==> src/rtl/irrigation_scheduler_fsm_if.sv <==
// Bundles the zone/tank inputs and the valve/pump outputs of the irrigation scheduler.
interface irrigation_scheduler_fsm_if #(
  parameter int ZONES   = 4,
  parameter int LEVEL_W = 8
);
  localparam int ZW = (ZONES > 1) ? $clog2(ZONES) : 1;

  logic               tick;
  logic [LEVEL_W-1:0] tank_level;
  logic [ZONES-1:0]   dripper;
  logic [ZONES-1:0]   sprinkler;
  logic               watering;
  logic               filling;
  logic               fault;
  logic [1:0]         state;
  logic [ZW-1:0]      active_zone;
  logic [ZONES-1:0]   zone_valve;
  logic               mode;
  logic [ZONES-1:0]   zone_error;

  modport master (
    output tick, tank_level, dripper, sprinkler,
    input  watering, filling, fault, state, active_zone, zone_valve, mode, zone_error
  );

  modport slave (
    input  tick, tank_level, dripper, sprinkler,
    output watering, filling, fault, state, active_zone, zone_valve, mode, zone_error
  );
endinterface

==> src/rtl/irrigation_scheduler_fsm.sv <==
// Multi-zone irrigation scheduler: round-robin zone grants with a watering time limit,
// hysteretic tank refill, and a sticky fault on refill timeout.
module irrigation_zone_lane (
  input  logic clock,
  input  logic reset,
  input  logic drip_i,
  input  logic spr_i,
  output logic req_o,
  output logic err_o
);
  logic err_q;

  // A zone asking for both modes at once is treated as broken, not as a request.
  assign req_o = drip_i ^ spr_i;
  assign err_o = err_q;

  always_ff @(posedge clock or negedge reset) begin
    if (!reset) err_q <= 1'b0;
    else        err_q <= drip_i & spr_i;
  end
endmodule

module irrigation_scheduler_fsm #(
  parameter int ZONES       = 4,
  parameter int LEVEL_W     = 8,
  parameter int LOW_LEVEL   = 64,
  parameter int HIGH_LEVEL  = 224,
  parameter int WATER_TICKS = 100,
  parameter int FILL_TICKS  = 1000,
  parameter int TIMER_W     = 16
) (
  input logic                    clock,
  input logic                    reset,
  irrigation_scheduler_fsm_if.slave bus
);
  localparam int ZW = (ZONES > 1) ? $clog2(ZONES) : 1;

  typedef enum logic [1:0] {
    IDLE     = 2'b00,
    WATERING = 2'b01,
    FILLING  = 2'b10,
    FAULT    = 2'b11
  } state_e;

  state_e             state_q, state_d;
  logic [ZW-1:0]      zone_q, zone_d;
  logic [ZW-1:0]      ptr_q, ptr_d;
  logic               mode_q, mode_d;
  logic [TIMER_W-1:0] timer_q, timer_d;
  logic [ZONES-1:0]   valve_q, valve_d;

  logic [ZONES-1:0]   req, err;
  logic [ZW-1:0]      grant, zone_nxt;
  logic [TIMER_W-1:0] timer_inc;
  logic               fill_need, full, req_lost;

  for (genvar i = 0; i < ZONES; i++) begin : g_lane
    irrigation_zone_lane u_lane (
      .clock  (clock),
      .reset  (reset),
      .drip_i (bus.dripper[i]),
      .spr_i  (bus.sprinkler[i]),
      .req_o  (req[i]),
      .err_o  (err[i])
    );
  end

  assign fill_need = bus.tank_level <  LEVEL_W'(LOW_LEVEL);
  assign full      = bus.tank_level >= LEVEL_W'(HIGH_LEVEL);
  assign timer_inc = (timer_q == '1) ? timer_q : timer_q + TIMER_W'(1);
  assign zone_nxt  = (zone_q == ZW'(ZONES - 1)) ? '0 : zone_q + ZW'(1);
  // Grant ends if the zone stopped asking or flipped between dripper and sprinkler.
  assign req_lost  = !req[zone_q] || (bus.sprinkler[zone_q] != mode_q);

  // First requesting zone at or after the pointer, wrapping around.
  always_comb begin
    logic found;
    found = 1'b0;
    grant = ptr_q;
    for (int k = 0; k < ZONES; k++) begin
      if (!found && req[(int'(ptr_q) + k) % ZONES]) begin
        found = 1'b1;
        grant = ZW'((int'(ptr_q) + k) % ZONES);
      end
    end
  end

  always_comb begin
    state_d = state_q;
    zone_d  = zone_q;
    ptr_d   = ptr_q;
    mode_d  = mode_q;
    timer_d = timer_q;
    valve_d = '0;
    case (state_q)
      IDLE: begin
        if (fill_need) begin
          state_d = FILLING;
          timer_d = '0;
        end else if (|req) begin
          state_d = WATERING;
          zone_d  = grant;
          mode_d  = bus.sprinkler[grant];
          timer_d = '0;
          valve_d = ZONES'(1) << grant;
        end
      end
      WATERING: begin
        if (bus.tick) timer_d = timer_inc;
        valve_d = ZONES'(1) << zone_q;
        // Pointer is left alone on a refill abort so the same zone goes first afterwards.
        if (fill_need) begin
          state_d = FILLING;
          timer_d = '0;
          valve_d = '0;
        end else if (req_lost || (bus.tick && timer_q == TIMER_W'(WATER_TICKS - 1))) begin
          state_d = IDLE;
          ptr_d   = zone_nxt;
          valve_d = '0;
        end
      end
      FILLING: begin
        if (bus.tick) timer_d = timer_inc;
        if (full)
          state_d = IDLE;
        else if (bus.tick && timer_q == TIMER_W'(FILL_TICKS - 1))
          state_d = FAULT;
      end
      FAULT: state_d = FAULT;
      default: state_d = IDLE;
    endcase
  end

  always_ff @(posedge clock or negedge reset) begin
    if (!reset) begin
      state_q <= IDLE;
      zone_q  <= '0;
      ptr_q   <= '0;
      mode_q  <= 1'b0;
      timer_q <= '0;
      valve_q <= '0;
    end else begin
      state_q <= state_d;
      zone_q  <= zone_d;
      ptr_q   <= ptr_d;
      mode_q  <= mode_d;
      timer_q <= timer_d;
      valve_q <= valve_d;
    end
  end

  assign bus.state       = state_q;
  assign bus.watering    = (state_q == WATERING);
  assign bus.filling     = (state_q == FILLING);
  assign bus.fault       = (state_q == FAULT);
  assign bus.active_zone = zone_q;
  assign bus.mode        = mode_q;
  assign bus.zone_valve  = valve_q;
  assign bus.zone_error  = err;
endmodule

==> src/flat_wrapper.sv <==
// flat-port wrapper written by rule: the top's interface ports become plain ports
module irrigation_scheduler_fsm_flat 
#(
  parameter int ZONES       = 4,
  parameter int LEVEL_W     = 8,
  parameter int LOW_LEVEL   = 64,
  parameter int HIGH_LEVEL  = 224,
  parameter int WATER_TICKS = 100,
  parameter int FILL_TICKS  = 1000,
  parameter int TIMER_W     = 16
)
  (clock, reset, bus_tick, bus_tank_level, bus_dripper, bus_sprinkler, bus_watering, bus_filling, bus_fault, bus_state, bus_active_zone, bus_zone_valve, bus_mode, bus_zone_error);
  irrigation_scheduler_fsm_if #(.ZONES(ZONES), .LEVEL_W(LEVEL_W)) bus_i ();
  input logic clock;
  input logic reset;
  input wire logic [$bits(bus_i.tick)-1:0] bus_tick;
  input wire logic [$bits(bus_i.tank_level)-1:0] bus_tank_level;
  input wire logic [$bits(bus_i.dripper)-1:0] bus_dripper;
  input wire logic [$bits(bus_i.sprinkler)-1:0] bus_sprinkler;
  output wire logic [$bits(bus_i.watering)-1:0] bus_watering;
  output wire logic [$bits(bus_i.filling)-1:0] bus_filling;
  output wire logic [$bits(bus_i.fault)-1:0] bus_fault;
  output wire logic [$bits(bus_i.state)-1:0] bus_state;
  output wire logic [$bits(bus_i.active_zone)-1:0] bus_active_zone;
  output wire logic [$bits(bus_i.zone_valve)-1:0] bus_zone_valve;
  output wire logic [$bits(bus_i.mode)-1:0] bus_mode;
  output wire logic [$bits(bus_i.zone_error)-1:0] bus_zone_error;
  assign bus_i.tick = bus_tick;
  assign bus_i.tank_level = bus_tank_level;
  assign bus_i.dripper = bus_dripper;
  assign bus_i.sprinkler = bus_sprinkler;
  assign bus_watering = bus_i.watering;
  assign bus_filling = bus_i.filling;
  assign bus_fault = bus_i.fault;
  assign bus_state = bus_i.state;
  assign bus_active_zone = bus_i.active_zone;
  assign bus_zone_valve = bus_i.zone_valve;
  assign bus_mode = bus_i.mode;
  assign bus_zone_error = bus_i.zone_error;
  irrigation_scheduler_fsm #(.ZONES(ZONES), .LEVEL_W(LEVEL_W), .LOW_LEVEL(LOW_LEVEL), .HIGH_LEVEL(HIGH_LEVEL), .WATER_TICKS(WATER_TICKS), .FILL_TICKS(FILL_TICKS), .TIMER_W(TIMER_W)) u_core (.clock(clock), .reset(reset), .bus(bus_i));
endmodule
==> config.mk <==
export PLATFORM = sky130hd
export DESIGN_NAME = irrigation_scheduler_fsm_flat
export DESIGN_NICKNAME = d
export VERILOG_FILES = /design/src/rtl/irrigation_scheduler_fsm_if.sv /design/src/rtl/irrigation_scheduler_fsm.sv /design/src/flat_wrapper.sv
export SDC_FILE = /design/constraint.sdc
export NUM_CORES = 1
export LEC_CHECK = 0
export ABC_AREA = 1
export ABC_CLOCK_PERIOD_IN_PS = 2100
export BUFFER_PORTS_ARGS = -buffer_cell sky130_fd_sc_hd__buf_2
export CAP_MARGIN = 20
export CORE_UTILIZATION = 50
export CTS_BUF_LIST = sky130_fd_sc_hd__clkbuf_4
export CTS_CLUSTER_SIZE = 12
export DETAILED_ROUTE_END_ITERATION = 10
export MAX_ROUTING_LAYER = met4
export PLACE_DENSITY = 0.78
export SYNTH_ARGS = -nofsm -noshare
export SYNTH_HDL_FRONTEND = slang
export SYNTH_SLANG_ARGS = --single-unit
export TNS_END_PERCENT = 30
==> constraint.sdc <==
create_clock -name clock -period 2.1 [get_ports clock]
set_input_delay 0.42 -clock clock [delete_from_list [all_inputs] [get_ports clock]]
set_output_delay 0.42 -clock clock [all_outputs]
set_load 0.005 [all_outputs]
### Word level (Yosys, flattened, before mapping)

Index checks and enable logic that the tools add are counted.

| word-level totals | value |
|---|---|
| bits in registers | 31 |
| bits of input ports | 19 |
| output and inout port bits | 16 |
| word-level logic and storage cells | 111 |

| operators by class | value |
|---|---|
| $add $sub $neg | 5 |
| magnitude comparators | 8 |
| eq/ne operators | 11 |
| shift-type cells | 2 |
| multiplexer cells | 42 |
| bitwise gates (word level) | 12 |
| reduce and logical (&&, ||, !) cells | 21 |

Operators by type and width:

| kind | number |
|---|---|
| 2-to-1 mux 16 bit | 5 |
| case mux 16 bit (3 select lines) | 1 |
| 2-to-1 mux 2 bit | 10 |
| adder 16 x 1 -> 16 bit, second input constant | 1 |
| == test 16 x 10 -> 1 bit, second input constant | 1 |
| == test 16 bit, second input constant | 1 |
| == test 16 x 7 -> 1 bit, second input constant | 1 |
| 2-to-1 mux 4 bit | 4 |
| binary-select mux 1 bit (select 2 bit) | 7 |
| 2-to-1 mux 1 bit | 13 |
| < comparator 3 x 4 -> 1 bit, second input constant | 3 |
| < comparator 2 x 3 -> 1 bit, second input constant | 3 |
| != test 3 x 1 -> 1 bit, second input constant | 3 |
| AND reduction 3 bit | 3 |
| >= comparator 8 bit, second input constant | 1 |
| < comparator 8 x 7 -> 1 bit, second input constant | 1 |
| case mux 2 bit (4 select lines) | 1 |
| case mux 4 bit (2 select lines) | 1 |
| left shift 1 x 2 -> 4 bit, first input constant | 2 |
| == test 2 bit, second input constant | 3 |
| OR reduction 2 bit | 3 |
| logical AND 1 bit | 5 |
| adder 2 x 1 -> 2 bit, second input constant | 2 |
| adder 2 bit, second input constant | 2 |
| other kinds (12) | 24 |

### Depth between registers and ports, before layout

Gate-level depths: netlist of the first run.

| logic depth | value |
|---|---|
| depth in word-level cells | 18 |
| gate-level depth with buffers | 16 |
| gate-level depth less buffers | 15 |

### Cells and area by module

Synthesis of the first run repeated with hierarchy kept, for this count alone.

| unflattened totals | value |
|---|---|
| cells, all modules | 332 |
| area total of the unflattened synthesis | 2379.8 µm² |

By module, submodules not included:

| module | times used | cells an instance | area each (µm²) | sequential area each (µm²) |
|---|---|---|---|---|
| irrigation_scheduler_fsm | 1 | 324 | 2229.6 | 675.6 |
| irrigation_zone_lane | 4 | 2 | 37.5 | 25.0 |

### Worst setup path after synthesis of the first run

No wires, ideal clock.

| timing | value |
|---|---|
| path type | in2reg |
| from | input bus_sprinkler[1] |
| to | register u_core.timer_q[4] |
| setup time | 0.073 ns |
| data arrival time | 1.804 ns |
| data required time | 2.027 ns |
| slack | 0.223 ns |
| stages | 11 |
| path buffers | 1 |
| path through | ha_1 -> inv_1 -> nand4_1 -> o21ai_1 -> nor2_2 -> nand2_4 -> inv_2 -> buf_6 -> nand3_1 -> nand2_1 -> a21oi_2 |

| between the ends | value |
|---|---|
| word-level cells in the longest chain between the ends | 4 |

RTL lines:

| what | RTL line | source |
|---|---|---|
| start, declared | flat_wrapper.sv:19 | `input wire logic [$bits(bus_i.sprinkler)-1:0] bus_sprinkler;` |
| XOR 1 bit | irrigation_scheduler_fsm.sv:14 | `assign req_o = drip_i ^ spr_i;` |
| OR reduction 4 bit | irrigation_scheduler_fsm.sv:100 | `end else if (\|req) begin` |
| != test 3 x 1 -> 1 bit (no line) | n/a |  |
| AND reduction 2 bit (no line) | n/a |  |
| end signal, assigned | irrigation_scheduler_fsm.sv:147 | `timer_q <= timer_d;` |
| end, declared | irrigation_scheduler_fsm.sv:49 | `logic [TIMER_W-1:0] timer_q, timer_d;` |

Every way passes these cells.
A chain may end at the register's enable or synchronous reset.

### Final worst setup path of the first run

| timing | value |
|---|---|
| from | register u_core.state_q[0] (netlist: u_core.bus.state[0]) |
| to | register u_core.timer_q[8] |

| between the ends | value |
|---|---|
| word-level cells in the longest chain between the ends | 3 |
| elaborated cells on any way between the ends | 7 |
| classes of those cells | eq/ne: 3; mux: 1; reduce/logical: 3 |

RTL lines:

| what | RTL line | source |
|---|---|---|
| start, declared | irrigation_scheduler_fsm.sv:45 | `state_e state_q, state_d;` |
| start signal, assigned | irrigation_scheduler_fsm.sv:143 | `state_q <= state_d;` |
| == test 2 x 1 -> 1 bit, or another cell as far along | irrigation_scheduler_fsm.sv:95 | `case (state_q)` |
| nonzero test 3 bit (no line) / != test 3 x 1 -> 1 bit (equally long branches) | n/a |  |
| AND reduction 2 bit (no line) | n/a |  |

Several ways; a longest one is shown, not always the timed one.

==> flow_metrics.env, run 1 <==
export IMPL_post_route_util_pct=60.05
export IMPL_crit_type="register to register"
export IMPL_max_freq_ghz=0.5146
export IMPL_fin_ws_ns=0.1566
export IMPL_finalSetupViolCount=0
export IMPL_synth_seq_cells=31
export IMPL_vias=2260
export IMPL_numCtsBuffers=5
export IMPL_leakagePower_nw=1.399
export IMPL_r2r_slack_ns=0.16
export IMPL_relSlewSlack_pct=53.21
export IMPL_synthesis_area_um2=2283
export IMPL_yosysSeqAreaShare_pct=33.97
export IMPL_drtPass1Iterations=5
export IMPL_num_rows=24
export IMPL_die_x_um=69.58
export IMPL_design_area_um2=2633
export IMPL_synth_nets=358
export IMPL_worstPathArrival_ns=2.18
export IMPL_grt_total_usage_pct=25.27
export IMPL_muxShareOfSynthArea_pct=0
export IMPL_wl_met3_um=217
export IMPL_tightest_slew_ns=0.7019
export IMPL_core_area_um2=4384
export IMPL_rr_worst_depth=12
export IMPL_wl_met2_mm=2.593
export IMPL_antenna_found_initial=0
export IMPL_layout_nets=402
export IMPL_power_density_nw_per_um2=1186
export IMPL_dp_cells=414
export IMPL_antenna_left=0
export IMPL_synth_top_family_by_area="simple AND/OR/NAND/NOR gates"
export IMPL_pre_cts_slack_ns=-0.06025
export IMPL_met1_length_mm=2.426
export IMPL_finalCritPeriodShare_pct=92.54
export IMPL_htreeDepth=2
export IMPL_synth_adder_area_share_pct=7.123
export IMPL_vdd_ir_drop_max_mv=0.7567
export IMPL_highest_layer="met4"
export IMPL_clockBufferDepth=2
export IMPL_pwr_share_seq_pct=26.9
export IMPL_synth_compound_area_share_pct=10.08
export IMPL_grt_pass1_vias=2145
export IMPL_worst_hold_path_type="primary input to async pin"
export IMPL_vias_per_cell=5.343
export IMPL_start_util_pct=52.08
export IMPL_synth_simple_area_share_pct=37.81
export IMPL_switchingPower_mw=1.526
export IMPL_combPwrFrac_pct=57.9
export IMPL_dieArea_um2=4841
export IMPL_yosys_cell_types_count=32
export IMPL_r2r_start="u_core.bus.state[0]"
export IMPL_crit_path_start_kind="register"
export IMPL_gr_total_overflow=0
export IMPL_status="finished, final reports clean"
export IMPL_crit_fanout=5
export IMPL_cts_clk_slew_worst_paths_ns=0.11
export IMPL_root_buffer="clkbuf_4"
export IMPL_slew_violations=0
export IMPL_drtIter0Drc=203
export IMPL_avgSynthCellArea_um2=7.004
export IMPL_reg2reg_to="u_core.timer_q[8]"
export IMPL_synth_top_area_cell="dfrtp_1"
export IMPL_yosysTopAreaCellShare_pct=33.97
export IMPL_layout_min_cycle_time_ns=1.943
export IMPL_synth_area_leaders="dfrtp_1 (34%), nand2_1 (15%), nand3_1 (7.5%)"
export IMPL_die_h_um=69.58
export IMPL_detail_route_wl_per_cell_um=12.65
export IMPL_postSynthCellCount=326
export IMPL_skew_ns=0.01101
export IMPL_antenna_cells=0
export IMPL_crit_path_end_kind="register"
export IMPL_yosysWarnings=0
export IMPL_drc=0
export IMPL_clock_sinks=31
export IMPL_cts_tree="built"
export IMPL_crit_start="u_core.bus.state[0]"
export IMPL_gp_congestion=0.9666
export IMPL_grt_max_degree=32
export IMPL_clockPowerShare_pct=15.2
export IMPL_syn2layout_area_growth_pct=15.29
export IMPL_p_int_mw=1.597
export IMPL_clock_latency_ns=0.35
export IMPL_drive_gt1_share_pct=21.83
export IMPL_maxCapViolCount=0
export IMPL_cp_required_ns=2.34
export IMPL_power_share_switching_pct=48.87
export IMPL_place_hpwl_mm=4.091
export IMPL_synth_xor_area_share_pct=0.7671
export IMPL_dpl_instance_area_um2=2541
export IMPL_io_pins=35
export IMPL_rsz0062_at_grt="false"
export IMPL_io_buffers=29
export IMPL_grt_pass1_wl_mm=9.508
export IMPL_routed_wl_mm=5.353
export IMPL_instances_no_fill=423
export IMPL_hold_viol=0
[worst max path at each step]
stage	slack [ns]	end
finish	0.16	u_core.timer_q[8]
global route	0.001	u_core.timer_q[8]
global placement	-0.02	u_core.timer_q[8]
floorplan	0.22	u_core.timer_q[4]
detailed placement	-0.06	u_core.timer_q[8]
CTS	0.08	u_core.timer_q[8]
[worst max-delay path, cell delays in order, from the launching register on]
cell and delay [ns]:
dfrtp_1 0.45, inv_1 0.10, ha_1 0.16, inv_1 0.06
nor2_1 0.18, inv_1 0.09, o21ai_2 0.23, nor2_2 0.08
buf_4 0.13, nand4_1 0.09, nor2_1 0.04, o21ai_0 0.15
inv_1 0.06
[kinds of logic after synthesis]
group | after synthesis
flops | 31
fa+ha+maj | 13
xor+xnor | 2
simple gates | 185
compound gates | 41
buf+inv | 54
[stage by stage]
step	hold slack [ns]	total power, mW	TNS, ns
after detailed placement	0.5134	2.605	-0.1772
after global routing	0.1509	3.430	0
after CTS	0.1118	3.095	0
after floorplan	0.1244	2.116	0
after global placement	0.5209	2.563	-0.01758
final	0.1006	3.123	0
[cells in the mapped netlist (all sizes together)]
cell,number
nand3,37
ha,13
a41oi,1
xor2,2
dfrtp,31
o22ai,1
a21oi,15
or2,1
clkinv,1
inv,46
buf,7
o21a,1
nand2,103
nor2,27
nor3,6
nor4,4
o21ai,23
nand4,7
[power by group through the flow]
| stage | clock [mW] | sequential, mW | combinational (mW) |
|---|---|---|---|
| 6_report | 0.474 | 0.840 | 1.81 |
| 5_1_grt | 0.512 | 0.855 | 2.06 |
| 4_1_cts | 0.489 | 0.838 | 1.77 |
| 3_5_place_dp | 0 | 0.848 | 1.76 |
| 3_3_place_gp | 0 | 0.844 | 1.72 |
| 2_1_floorplan | 0 | 0.830 | 1.29 |
[routing by layer]
metal  vias to the layer above  track usage [%]
met1                      1054            31.96
met5                         -                -
met3                        13            4.797
met2                        55            40.02
met4                         0            9.977
li1                       1138                -
[flip-flops by register name, summed over array words and instances, names as in the netlist]
register                    cells
u_core.bus.active_zone          2
u_core.bus.mode                 1
u_core.bus.state                2
u_core.bus.zone_valve           4
u_core.g_lane.u_lane.err_o      4
u_core.ptr_q                    2
u_core.timer_q                 16
[timing repair]
action / 4_1_cts / 5_1_grt
setup endpoints to repair: 0 / 13
gates resized for setup: 0 / 2
hold buffers: 0 / 0
setup buffers: 0 / 1
[layout make-up]
cell class	count	area, um^2
fill	401	1752
clock inverter	3	38.79
multi-input combinational	241	1281
inverter	47	176.4
tap	52	65.06
sequential	31	775.7
clock buffer	5	37.54
timing repair buffer	44	257.7
[cells in the final DEF, fill, tap and decap left out, types with 3 or more instances in the layout]
cell       n
nand2_2    8
nor2_1    24
buf_2     29
a21oi_2    3
dfrtp_1   31
inv_2      5
a21oi_1   12
nor3_1     4
nand4_1    7
inv_1     41
nor4_1     3
nand3_1   34
o21ai_0   19
nand2_1   94
ha_1      13
buf_4     15
clkbuf_4   5
Power figures use the tool's default switching activity.
==> run 2: changes to the inputs <==
Settings changed: ABC_CLOCK_PERIOD_IN_PS 2100 to 1800, CORE_UTILIZATION 50 to 40, PLACE_DENSITY 0.78 to 0.66.
Clock period 2.1 ns to 1.8 ns, I/O delays scaled along.
==> run 2 against run 1 <==
- clock power is 17% higher
- largest cell class unchanged
- first-iteration DRC count is 43% lower
- via count is 5.4% higher
- utilization is 2.8 points lower
- critical path depth is 1 lower
- maximum frequency is 7.4% higher
- critical path type unchanged
- critical endpoint is now u_core.timer_q[3]
- global-route usage is 3.8 points lower
- the flow now finishes with violations (DRC, setup timing)
==> flow_metrics.env, run 2 (synthesized netlist as in run 1, its figures left out) <==
export IMPL_vias_per_cell=4.950
export IMPL_core_area_um2=5507
export IMPL_antenna_left=0
export IMPL_layout_commonest_cell="nand2_1"
export IMPL_crit_path_end_kind="register"
export IMPL_gr_total_overflow=0
export IMPL_violations="DRC, setup timing"
export IMPL_critPathMostFrequentCell="buf_6"
export IMPL_maxCapViolCount=0
export IMPL_power_density_nw_per_um2=1458
export IMPL_layout_common_cells="nand2_1 (87), buf_4 (48), inv_1 (35)"
export IMPL_finalCritPeriodShare_pct=100.5
export IMPL_syn2layout_area_growth_pct=38.14
export IMPL_r2r_slack_ns=-0.01
export IMPL_htreeDepth=2
export IMPL_clock_sinks=31
export IMPL_die_h_um=77.56
export IMPL_clock_latency_ns=0.35
export IMPL_rr_worst_depth=11
export IMPL_numCtsBuffers=5
export IMPL_antenna_found_initial=0
export IMPL_layout_nets=440
export IMPL_detail_route_wl_per_cell_um=12.55
export IMPL_largest_register="u_core.timer_q"
export IMPL_reg2reg_to="u_core.timer_q[3]"
export IMPL_crit_path_start_kind="register"
export IMPL_timing_hold_ws_ns=0.05729
export IMPL_io_buffers=29
export IMPL_worstPathArrival_ns=2.08
export IMPL_leakagePower_nw=1.627
export IMPL_num_rows=27
export IMPL_status="finished, violations left"
export IMPL_skew_ns=0.01572
export IMPL_worst_hold_path_type="primary input to async pin"
export IMPL_routed_wl_mm=6.037
export IMPL_tightest_slew_ns=0.7195
export IMPL_clockBufferDepth=2
export IMPL_crit_fanout=5
export IMPL_drc=2
export IMPL_path_cells="buf_6 > buf_6 > ha_4 > inv_4 > o21ai_4 > nor2_4 > nand2_8 > or2_4 > nand2_2 > nand2_1 > nor2_1"
export IMPL_grt_total_usage_pct=21.51
export IMPL_grt_pass1_vias=2226
export IMPL_dieArea_um2=6015
export IMPL_vdd_ir_drop_max_mv=0.9504
export IMPL_gp_congestion=0.9529
export IMPL_start_util_pct=41.47
export IMPL_hold_viol=0
export IMPL_die_x_um=77.56
export IMPL_root_buffer="clkbuf_4"
export IMPL_cp_required_ns=2.07
export IMPL_cts_clk_slew_worst_paths_ns=0.12
export IMPL_layout_min_cycle_time_ns=1.810
export IMPL_relSlewSlack_pct=52.03
export IMPL_slowest_delay_ns=0.45
export IMPL_grt_max_degree=32
export IMPL_cts_hold_buf=0
export IMPL_r2r_start="u_core.bus.state[0]"
export IMPL_cts_tree="built"
export IMPL_fin_ws_ns=-0.009700
export IMPL_pre_cts_slack_ns=-0.2831
export IMPL_drtPass1Iterations=7
export IMPL_worst_path_max_delay_cell="dfrtp_1"
export IMPL_fillCellCount=514
export IMPL_place_hpwl_mm=4.275
export IMPL_drtIter0Drc=115
export IMPL_crit_type="register to register"
export IMPL_io_pins=35
export IMPL_largest_reg_flops=16
export IMPL_grt_pass1_wl_mm=9.922
export IMPL_antenna_cells=0
export IMPL_vias=2381
export IMPL_rsz0062_at_grt="true"
export IMPL_drive_gt1_share_pct=38.14
export IMPL_slew_violations=0
export IMPL_finalSetupViolCount=1
export IMPL_max_freq_ghz=0.5526
export IMPL_crit_start="u_core.bus.state[0]"
-- run 2: changes by cell type in the layout (fill, tap and decap cells not counted), moves of 6 or more --
cell / delta
nand2_1: -7
inv_1: -6
nand2_2: +6
nor2_1: -8
nor2_4: +7
buf_4: +33
-- run 2: per-stage QoR --
stage                     power, mW  std cells  cell area [um^2]  setup TNS [ns]  utilization, %
after CTS                     4.062        472              2882        -0.01451           52.33
after global placement        3.434        464              2795          -2.986           50.76
after floorplan               2.474        326              2287        -0.01406               -
after detailed placement      3.457        464              2795          -3.542           50.76
final                         4.599        481              3154       -0.009700           57.28
after global routing          4.992        481              3154         -0.6325           57.28
-- run 2: layout make-up --
class	instances	area, um^2	share of cell area, %
inverter	47	191.4	6.069
clock buffer	5	37.54	1.190
multi-input combinational	241	1461	46.33
timing repair inverter	1	6.256	0.1983
timing repair buffer	81	550.5	17.45
clock inverter	3	38.79	1.230
sequential	31	778.2	24.67
tap	72	90.09	2.856
-- run 2: repair_timing --
action | in CTS | in global routing
endpoints found under the setup margin | 6 | 27
pin swaps | 0 | 21
cloned | 0 | 1
resized for setup | 3 | 64
buffers inserted | 0 | 8
-- run 2: power breakdown --
| part | internal [mW] | switching (mW) | total, mW |
|---|---|---|---|
| registers | 0.833 | 0.136 | 0.969 |
| logic | 1.32 | 1.76 | 3.08 |
| clock network | 0.286 | 0.268 | 0.554 |
| total | 2.44 | 2.16 | 4.60 |
-- run 2: how the worst max path moves through the flow --
stage / end / slack [ns] / cells past startpoint
2_1_floorplan: u_core.timer_q[8] / -0.01 / 12
3_3_place_gp: u_core.bus.active_zone[0] / -0.24 / 13
3_5_place_dp: u_core.bus.mode / -0.28 / 14
4_1_cts: u_core.timer_q[3] / -0.01 / 11
5_1_grt: u_core.timer_q[0] / -0.1 / 11
6_report: u_core.timer_q[3] / -0.01 / 11
-- run 2: metal layers --
metal	track usage, %	wire [um]
met1	27.55	2803
met2	33.54	2961
met3	4.941	202
met4	6.981	70
met5	-	0
-- run 2: worst max-delay path, delay by kind of cell (launching register included) --
kind | cells | cell delay [ns]
compound gates | 1 | 0.07
fa+ha+maj | 1 | 0.16
buf+inv | 3 | 0.31
flops | 1 | 0.45
simple gates | 6 | 0.74
==> run 3: changes to the inputs <==
Settings changed: CORE_UTILIZATION 40 to 30, PLACE_DENSITY 0.66 to 0.54.
==> run 3 against run 2 <==
- the run now ends clean
- clock skew is 0.0018 ns lower
- first-iteration DRC count is 7.0% higher
- count of clock-buffer cells in the layout up 2
- sequential power hardly changed
- power is 2.6% higher
- utilization is 13 points lower
- maximum frequency rose by 1.6%
- final cell count rose by 6.7%
- register-to-register slack gained 0.03 ns
- critical path type unchanged
- largest power group unchanged
==> flow_metrics.env, run 3 (synthesized netlist as in run 1, its figures left out) <==
export IMPL_routed_wl_mm=6.260
export IMPL_start_util_pct=31.31
export IMPL_io_buffers=29
export IMPL_slew_violations=0
export IMPL_antenna_cells=0
export IMPL_detail_route_wl_per_cell_um=12.20
export IMPL_max_freq_ghz=0.5615
export IMPL_largest_register="u_core.timer_q"
export IMPL_timing_hold_ws_ns=0.03005
export IMPL_drtPass1Iterations=5
export IMPL_vdd_ir_drop_max_mv=0.7992
export IMPL_drc=0
export IMPL_crit_path_end_kind="register"
export IMPL_crit_fanout=6
export IMPL_tightest_slew_ns=0.4184
export IMPL_clockBufferDepth=2
export IMPL_dp_cells=496
export IMPL_wl_met2_mm=3.091
export IMPL_pre_cts_slack_ns=-0.2438
export IMPL_wl_met3_um=232
export IMPL_clock_latency_ns=0.34
export IMPL_met1_length_mm=2.842
export IMPL_drtIter0Drc=123
export IMPL_grt_total_usage_pct=17.06
export IMPL_post_route_util_pct=44.35
export IMPL_gr_total_overflow=0
export IMPL_relSlewSlack_pct=72.10
export IMPL_layout_common_cells="nand2_1 (79), buf_4 (56), inv_1 (35)"
export IMPL_skew_ns=0.01394
export IMPL_fillCellCount=791
export IMPL_io_pins=35
export IMPL_root_buffer="clkbuf_4"
export IMPL_hold_viol=0
export IMPL_rsz0062_at_grt="true"
export IMPL_worst_path_max_delay_cell="dfrtp_1"
export IMPL_antenna_left=0
export IMPL_worstPathArrival_ns=2.03
export IMPL_numCtsBuffers=5
export IMPL_layout_nets=445
export IMPL_place_hpwl_mm=4.592
export IMPL_grt_max_degree=32
export IMPL_antenna_found_initial=0
export IMPL_cp_required_ns=2.04
export IMPL_die_h_um=89.25
export IMPL_dieArea_um2=7965
export IMPL_grt_pass1_wl_mm=9.977
export IMPL_die_x_um=89.25
export IMPL_fin_ws_ns=0.01902
export IMPL_grt_pass1_vias=2194
export IMPL_core_area_um2=7292
export IMPL_htreeDepth=2
export IMPL_largest_reg_flops=16
export IMPL_crit_type="register to register"
export IMPL_instances_no_fill=513
export IMPL_leakagePower_nw=1.664
export IMPL_cts_clk_slew_worst_paths_ns=0.11
export IMPL_clock_sinks=31
export IMPL_vias_per_cell=4.737
export IMPL_maxCapViolCount=0
export IMPL_cts_tree="built"
export IMPL_vias=2430
export IMPL_power_density_nw_per_um2=1459
export IMPL_finalCritPeriodShare_pct=98.94
export IMPL_path_cells="ha_2 > nand2_2 > nor3_4 > nand3_2 > nor2_4 > nand3_4 > nand2_8 > buf_4 > xor2_1 > nor2_1"
export IMPL_slowest_delay_ns=0.41
export IMPL_worst_hold_path_type="primary input to async pin"
export IMPL_gp_congestion=0.8768
export IMPL_layout_min_cycle_time_ns=1.781
export IMPL_cts_hold_buf=0
export IMPL_status="finished, final reports clean"
export IMPL_drive_gt1_share_pct=40.58
export IMPL_layout_commonest_cell="nand2_1"
export IMPL_highest_layer="met4"
export IMPL_crit_path_start_kind="register"
export IMPL_num_rows=31
export IMPL_syn2layout_area_growth_pct=41.64
export IMPL_finalSetupViolCount=0
## run 3: cell count changes in the layout (fill, tap and decap cells not counted), sizes merged
cell    previous run  this run
buf               81        87
bufinv             1         0
clkbuf             5         7
inv               47        45
## run 3: area by class of cell
type                            count  area [um^2]  share of cell area (%)
Clock buffer                        7        52.55                   1.625
Sequential cell                    31        778.2                   24.06
Multi-Input combinational cell    241         1490                   46.07
Clock inverter                      1        5.005                  0.1547
Timing Repair Buffer               87        596.8                   18.45
Tap cell                           99        123.9                   3.830
Inverter                           47        187.7                   5.803
## run 3: metal layers
metal | global-route usage, % | up-vias
met5 | - | -
met4 | 5.339 | 0
met3 | 3.047 | 10
met2 | 27.69 | 57
met1 | 21.58 | 1132
li1 | - | 1231
## run 3: where the power goes
part	switching (mW)	internal, mW	leakage (nW)
clock	0.253	0.182	0.0361
sequential	0.132	0.833	0.411
combinational	1.86	1.46	1.22
total	2.25	2.47	1.66
## run 3: final timing paths
kind | slack [ns] | to | startpoint | cells past startpoint
max | 0.02 | u_core.timer_q[0] | u_core.timer_q[0] | 10
min | 0.03 | u_core.timer_q[10] | reset | 2
max reg2reg | 0.02 | u_core.timer_q[0] | u_core.timer_q[0] | 10
min reg2reg | 0.57 | u_core.bus.state[0] | u_core.bus.state[0] | 2
max in group asynchronous | 1.43 | u_core.ptr_q[0] | reset | 2
min in group clock | 0.26 | u_core.g_lane[1].u_lane.err_o | bus_dripper[1] | 2
## run 3: through the flow
stage / setup TNS [ns] / total power, mW / cell area, um^2
finish: 0 / 4.719 / 3234
global route: -0.7742 / 5.150 / 3234
CTS: 0 / 4.084 / 2948
detailed placement: -4.304 / 3.575 / 2879
global placement: -4.245 / 3.571 / 2879
floorplan: -0.01406 / 2.474 / 2287
## run 3: critical path: cells and delay by family, from the launching register on
| family | cells | cell delay, ns |
|---|---|---|
| adder cells (fa/ha/maj) | 1 | 0.20 |
| buffers and inverters | 1 | 0.12 |
| AND/OR/NAND/NOR | 7 | 0.81 |
| XOR/XNOR | 1 | 0.15 |
| flip-flops | 1 | 0.41 |
## run 3: repair_timing
action | 4_1_cts | 5_1_grt
pin swaps | 1 | 20
resized for setup | 5 | 67
buffers inserted | 0 | 9
cloned | 0 | 0
endpoints found under the setup margin | 10 | 26
